===== src/rtl/muldiv_unit.sv =====
// Iterative MIPS HI/LO multiply/divide unit: shift-add multiply, restoring divide, one bit per cycle.
// Latency: MULT/DIV results and done appear WIDTH+2 cycles after acceptance; MTHI/MTLO take 1 cycle.
// Backpressure: busy stalls the pipeline; a start seen while busy is dropped, never queued.
//
// Ports: clk, rst_n (async active-low); start/funct/a/b request; flush aborts the in-flight op;
//        busy = op in progress, done = one-cycle pulse on result write; hi/lo = architectural regs.

package types;
    localparam int WIDTH = 32;

    typedef enum logic [5:0] {
        FUNC_MFHI  = 6'h10,
        FUNC_MTHI  = 6'h11,
        FUNC_MFLO  = 6'h12,
        FUNC_MTLO  = 6'h13,
        FUNC_MULT  = 6'h18,
        FUNC_MULTU = 6'h19,
        FUNC_DIV   = 6'h1A,
        FUNC_DIVU  = 6'h1B
    } funct_type;
endpackage

module muldiv_unit #(
    parameter int WIDTH = types::WIDTH
) (
    input  logic             clk,
    input  logic             rst_n,
    input  logic             start,
    input  logic [5:0]       funct,
    input  logic [WIDTH-1:0] a,
    input  logic [WIDTH-1:0] b,
    input  logic             flush,
    output logic             busy,
    output logic             done,
    output logic [WIDTH-1:0] hi,
    output logic [WIDTH-1:0] lo
);

    localparam logic [1:0] S_IDLE  = 2'd0;
    localparam logic [1:0] S_CALC  = 2'd1;
    localparam logic [1:0] S_FIXUP = 2'd2;

    localparam int            CW       = (WIDTH > 1) ? $clog2(WIDTH) : 1;
    localparam logic [CW-1:0] CNT_LAST = CW'(WIDTH - 1);

    logic [1:0]       state;
    logic [CW-1:0]    cnt;
    // acc: upper product half (multiply) or partial remainder (divide).
    // qr:  multiplier shifting out / lower product half, or dividend shifting out / quotient.
    // opb: multiplicand magnitude or divisor magnitude.
    logic [WIDTH-1:0] acc;
    logic [WIDTH-1:0] qr;
    logic [WIDTH-1:0] opb;
    logic             is_div;
    logic             neg_res;
    logic             neg_rem;
    logic             div0;

    // Request decode
    logic op_mult, op_multu, op_div, op_divu, op_mthi, op_mtlo;
    logic op_md, op_div_any, op_signed;
    assign op_mult    = (funct == types::FUNC_MULT);
    assign op_multu   = (funct == types::FUNC_MULTU);
    assign op_div     = (funct == types::FUNC_DIV);
    assign op_divu    = (funct == types::FUNC_DIVU);
    assign op_mthi    = (funct == types::FUNC_MTHI);
    assign op_mtlo    = (funct == types::FUNC_MTLO);
    assign op_div_any = op_div | op_divu;
    assign op_md      = op_mult | op_multu | op_div_any;
    assign op_signed  = op_mult | op_div;

    logic             sign_a, sign_b;
    logic [WIDTH-1:0] a_mag, b_mag;
    assign sign_a = op_signed & a[WIDTH-1];
    assign sign_b = op_signed & b[WIDTH-1];
    assign a_mag  = sign_a ? (~a + 1'b1) : a;
    assign b_mag  = sign_b ? (~b + 1'b1) : b;

    // One iteration of each algorithm
    logic [WIDTH:0] mul_sum;
    logic [WIDTH:0] div_shift;
    logic [WIDTH:0] div_diff;
    logic           div_ok;
    assign mul_sum   = {1'b0, acc} + (qr[0] ? {1'b0, opb} : {(WIDTH+1){1'b0}});
    assign div_shift = {acc, qr[WIDTH-1]};
    assign div_diff  = div_shift - {1'b0, opb};
    assign div_ok    = ~div_diff[WIDTH];

    // Sign correction applied in FIXUP.
    // With a zero divisor the magnitude datapath leaves |a| in acc, so the normal
    // remainder sign rule restores the raw dividend; only the quotient is forced.
    logic [2*WIDTH-1:0] prod, prod_fix;
    logic [WIDTH-1:0]   quot_fix, rem_fix, res_hi, res_lo;
    assign prod     = {acc, qr};
    assign prod_fix = neg_res ? (~prod + 1'b1) : prod;
    assign quot_fix = neg_res ? (~qr + 1'b1) : qr;
    assign rem_fix  = neg_rem ? (~acc + 1'b1) : acc;
    assign res_hi   = is_div ? rem_fix : prod_fix[2*WIDTH-1:WIDTH];
    assign res_lo   = is_div ? (div0 ? {WIDTH{1'b1}} : quot_fix) : prod_fix[WIDTH-1:0];

    assign busy = (state != S_IDLE);

    always_ff @(posedge clk or negedge rst_n) begin
        if (!rst_n) begin
            state   <= S_IDLE;
            cnt     <= '0;
            acc     <= '0;
            qr      <= '0;
            opb     <= '0;
            is_div  <= 1'b0;
            neg_res <= 1'b0;
            neg_rem <= 1'b0;
            div0    <= 1'b0;
            done    <= 1'b0;
            hi      <= '0;
            lo      <= '0;
        end else begin
            done <= 1'b0;
            case (state)
                S_IDLE: begin
                    // flush in IDLE swallows any same-cycle request
                    if (start && !flush) begin
                        if (op_mthi) hi <= a;
                        if (op_mtlo) lo <= a;
                        if (op_md) begin
                            state   <= S_CALC;
                            cnt     <= '0;
                            acc     <= '0;
                            is_div  <= op_div_any;
                            neg_res <= sign_a ^ sign_b;
                            neg_rem <= sign_a & op_div_any;
                            div0    <= op_div_any && (b == '0);
                            if (op_div_any) begin
                                qr  <= a_mag;
                                opb <= b_mag;
                            end else begin
                                qr  <= b_mag;
                                opb <= a_mag;
                            end
                        end
                    end
                end
                S_CALC: begin
                    if (flush) begin
                        state <= S_IDLE;
                    end else begin
                        if (is_div) begin
                            acc <= div_ok ? div_diff[WIDTH-1:0] : div_shift[WIDTH-1:0];
                            qr  <= {qr[WIDTH-2:0], div_ok};
                        end else begin
                            acc <= mul_sum[WIDTH:1];
                            qr  <= {mul_sum[0], qr[WIDTH-1:1]};
                        end
                        cnt <= cnt + 1'b1;
                        if (cnt == CNT_LAST) state <= S_FIXUP;
                    end
                end
                S_FIXUP: begin
                    state <= S_IDLE;
                    if (!flush) begin
                        hi   <= res_hi;
                        lo   <= res_lo;
                        done <= 1'b1;
                    end
                end
                default: state <= S_IDLE;
            endcase
        end
    end

endmodule


===== config.mk =====
export PLATFORM = sky130hd
export DESIGN_NAME = muldiv_unit
export DESIGN_NICKNAME = d
export VERILOG_FILES = /design/src/rtl/muldiv_unit.sv
export SDC_FILE = /design/constraint.sdc
export NUM_CORES = 1
export LEC_CHECK = 0
export CORE_MARGIN = 10
export CORE_UTILIZATION = 40
export CTS_CLUSTER_DIAMETER = 100
export CTS_CLUSTER_SIZE = 12
export DETAILED_ROUTE_END_ITERATION = 10
export PLACE_DENSITY = 0.68
export SKIP_LAST_GASP = 1
export SLEW_MARGIN = 20
export SYNTH_ARGS = -nofsm -noshare
export SYNTH_HDL_FRONTEND = slang
export SYNTH_SLANG_ARGS = --single-unit

===== constraint.sdc =====
create_clock -name clk -period 9.5 [get_ports clk]
set_input_delay 1.9 -clock clk [delete_from_list [all_inputs] [get_ports clk]]
set_output_delay 1.9 -clock clk [all_outputs]
set_load 0.02 [all_outputs]

==> qor.txt <==
Mux cell area share after synthesis: 3.80%
Placed inst area: 16600 µm²
Slew Limit Fails: 0
Sw Share: 44.7%
Iter 0 DRT Violations: 1589
Die height: 213 µm
Postcts setup bufs: 0
Worst min path class: reg2reg
Cell repeated most along the worst path: nand2_1
Resize count post-CTS: 0
CTS Hold Bufs: 0
Final hold viol count: 0
Comb power frac: 46.6%
Max stage delay on crit path: 0.69 ns
Maximum VDD drop: 0.000122 V
Adder-Cell Fraction of Synth Area: 6.17%
DIE AREA: 45200 µm²
Sum Neg Setup Slack: 0 ns
Reg power frac: 32.2%
Slowest cell on crit path: and2_1
Seq cells post-synth: 172
Static Leak: 7.41 nW
XOR/XNOR Fraction of Synth Area: 9.80%
Syn. warnings: 0
Cell internal pwr: 1.86 mW
P&R area growth vs syn: 15.6%
CP endpoint kind: flip-flop
Mapped Cells: 1932
Clk Latency, worst-skew pair: 0.46 ns
Power Density: 196 nW/µm²
Synth Net Count: 2078
Critical path peak fanout: 21
Cell area after layout: 17200 µm²
Clk slew on worst S/H paths: 0.07 ns
Final period utilization: 51.1%
Gr ovfl total: 0
Number of flops mapped to enable cells by yosys: 0
Starting Density: 40.5%
Syn Area/Cell: 7.68 µm²
Largest net degree at the start of global routing: 71
Global-route wire length before repair: 84700 µm
Clock buffer depth: 2
Fill cells: 3590
Routed vias: 15300
Final net count: 2141
Site Rows: 70
Post-route insts no fill: 2476
Endpoints failing setup: 0
Synth Cell Area: 14800 µm²
Placer Congestion: 0.988
Remaining DRCs: 0
Sw Pwr: 1.50 mW
Share of cells above drive strength 1: 4.53%
Clock sinks: 172
CTS tree: done
Critical Path RT: 9.81 ns
Register area: 4310 µm²
TritonRoute pass-1 iters: 5
Critical Path AT: 5.16 ns
CP startpoint kind: primary input
Clock Power Share: 21.2%
Clk_skew: 0.0241 ns
Minimum clock period: 4.85 ns
Dpl cells: 2444
CTS HTree Levels: 4
Total CTS buffers: 17
PortBufs: 139
Compound-gate portion of the synthesized area: 25.8%
Ports: 140
Worst slew pin tran: 1.06 ns
All-Layer GR Usage: 24.1%
Vias per std cell: 6.18
Status: complete, no violations
Register area share after synthesis: 29.0%
Slew HR: 29.6%
RSZ-0062 raised after global routing: no
Maxcap violations: 0
Die W: 213 µm
Dpl hpwl: 42700 µm
Ys flop type: dfrtp_1
Initial antenna violation count: 1
Async set-reset flop share out of synthesis: 100%
Worst-path cell chain: clkdlybuf4s50_1 > nor3b_1 > nand2_1 > nor2_1 > and2_1 > o21ai_0 > xor2_1 > nand2_1 > a21oi_1 > a311oi_1
Fin util: 46.8%
Multi-input gate area: 9910 µm²
WL final: 56100 µm
Vias in the first global route: 14100
Simple-gate share of the synthesized area: 20.9%
Top achievable clock speed: 206 MHz
Routed WL per cell: 22.7 µm
Crit Path Class: in2reg
Number of routed nets with antenna violations: 0
CTS root buffer: clkbuf_16
Core ar.: 36600 µm²
Synth cell types: 76
Ant diodes: 0
Largest family of logic cells by synthesized area: compound AO/OA/AOI/OAI gates
-- stage by stage --
step	total power [mW]	worst slack (ns)	hold WS, ns
after floorplan	2.13	5.21	0.450
final	3.37	4.65	0.480
after global placement	2.59	4.32	0.463
after CTS	3.33	4.83	0.485
after global routing	3.56	4.51	0.504
after detailed placement	2.62	4.38	0.468
-- final timing paths --
path,end,slack [ns],from,cells after the start
hold / removal,lo[18],0.48,lo[18],1
setup / recovery,qr[15],4.65,funct[4],10
min in group asynchronous,qr[9],1.41,rst_n,1
hold reg to reg,lo[18],0.48,lo[18],1
setup reg to reg,hi[12],5.29,qr[0],11
max in group asynchronous,is_div,6.70,rst_n,2
-- kinds of logic after synthesis --
family | Yosys count
flip-flops | 172
AND/OR/NAND/NOR | 664
XOR/XNOR | 166
adder cells (fa/ha/maj) | 72
AO/OA/AOI/OAI | 628
buffers and inverters | 174
multiplexers | 56
-- metal layers --
metal	track usage (%)	part of all wire, %	up-vias
met4	8.64	3.2	2
li1	-	-	7104
met1	33.5	44	7338
met3	5.26	10	91
met2	35.8	43	773
met5	0	0.023	-
-- registers in the layout, summed over array words and instances, names as in the netlist --
name / cells
neg_rem: 1
state: 2
done: 1
acc: 32
hi: 32
neg_res: 1
is_div: 1
lo: 32
div0: 1
qr: 32
cnt: 5
opb: 32
-- power groups by stage --
stage | combinational, mW | clock [mW] | sequential [mW]
2_1_floorplan | 1.11 | 0 | 1.01
3_3_place_gp | 1.51 | 0 | 1.08
3_5_place_dp | 1.53 | 0 | 1.09
4_1_cts | 1.54 | 0.716 | 1.07
5_1_grt | 1.71 | 0.748 | 1.10
6_report | 1.57 | 0.714 | 1.08
-- Yosys cell counts, types with 10 or more instances --
| cell | number | area [µm²] |
|---|---|---|
| or4_1 | 16 | 120 |
| nand2b_1 | 18 | 113 |
| o41ai_1 | 16 | 140 |
| o22ai_1 | 28 | 175 |
| and3_1 | 17 | 106 |
| o21a_1 | 10 | 75.1 |
| a21oi_1 | 166 | 831 |
| a31oi_1 | 38 | 238 |
| o211ai_1 | 11 | 82.6 |
| xor2_1 | 72 | 631 |
| ha_1 | 70 | 876 |
| mux2i_1 | 53 | 531 |
| a21o_1 | 39 | 293 |
| nand3_1 | 43 | 215 |
| xnor2_1 | 94 | 823 |
| dfrtp_1 | 172 | 4300 |
| nor4_1 | 11 | 68.8 |
| inv_1 | 59 | 221 |
| o31ai_1 | 24 | 180 |
| nor2b_1 | 14 | 87.6 |
| nor3_1 | 37 | 185 |
| or2_2 | 11 | 68.8 |
| clkbuf_1 | 105 | 394 |
| a22oi_1 | 16 | 120 |
| nand4_1 | 12 | 75.1 |
| nand2_1 | 235 | 882 |
| o21ai_0 | 197 | 986 |
| nor2_1 | 186 | 698 |
| or3_1 | 32 | 200 |
-- cells in the final DEF (no fill, tap or decap), drive strengths merged, types with 17 or more instances in the layout --
cell / synthesis / routed
mux2i: 53 / 53
a21oi: 167 / 167
nand2b: 18 / 18
xnor2: 94 / 94
o31ai: 24 / 24
nor2: 186 / 186
o41ai: 17 / 17
dfrtp: 172 / 172
or4: 19 / 19
buf: 9 / 21
a31oi: 38 / 38
ha: 70 / 70
nand3: 43 / 43
o22ai: 28 / 28
a21o: 39 / 39
inv: 59 / 65
nand2: 235 / 235
or3: 32 / 32
clkdlybuf4s50: 0 / 138
o21ai: 205 / 205
xor2: 72 / 72
clkbuf: 106 / 17
and3: 17 / 17
nor3: 38 / 38
-- cell type report --
type | instances | share of cell area (%)
clock buffers | 17 | 2.48
flip-flops and latches | 172 | 25.1
multi-input cells | 1586 | 57.8
repair buffers | 159 | 8.99
well taps | 468 | 3.41
inverters | 59 | 1.29
clock inverters | 15 | 0.905
-- critical path, delay by kind of cell --
family	cells	cell delay [ns]
buffers and inverters	1	0.44
AND/OR/NAND/NOR	5	1.85
AO/OA/AOI/OAI	3	0.58
XOR/XNOR	1	0.37
Note: power is estimated with default switching activity, not from simulation.
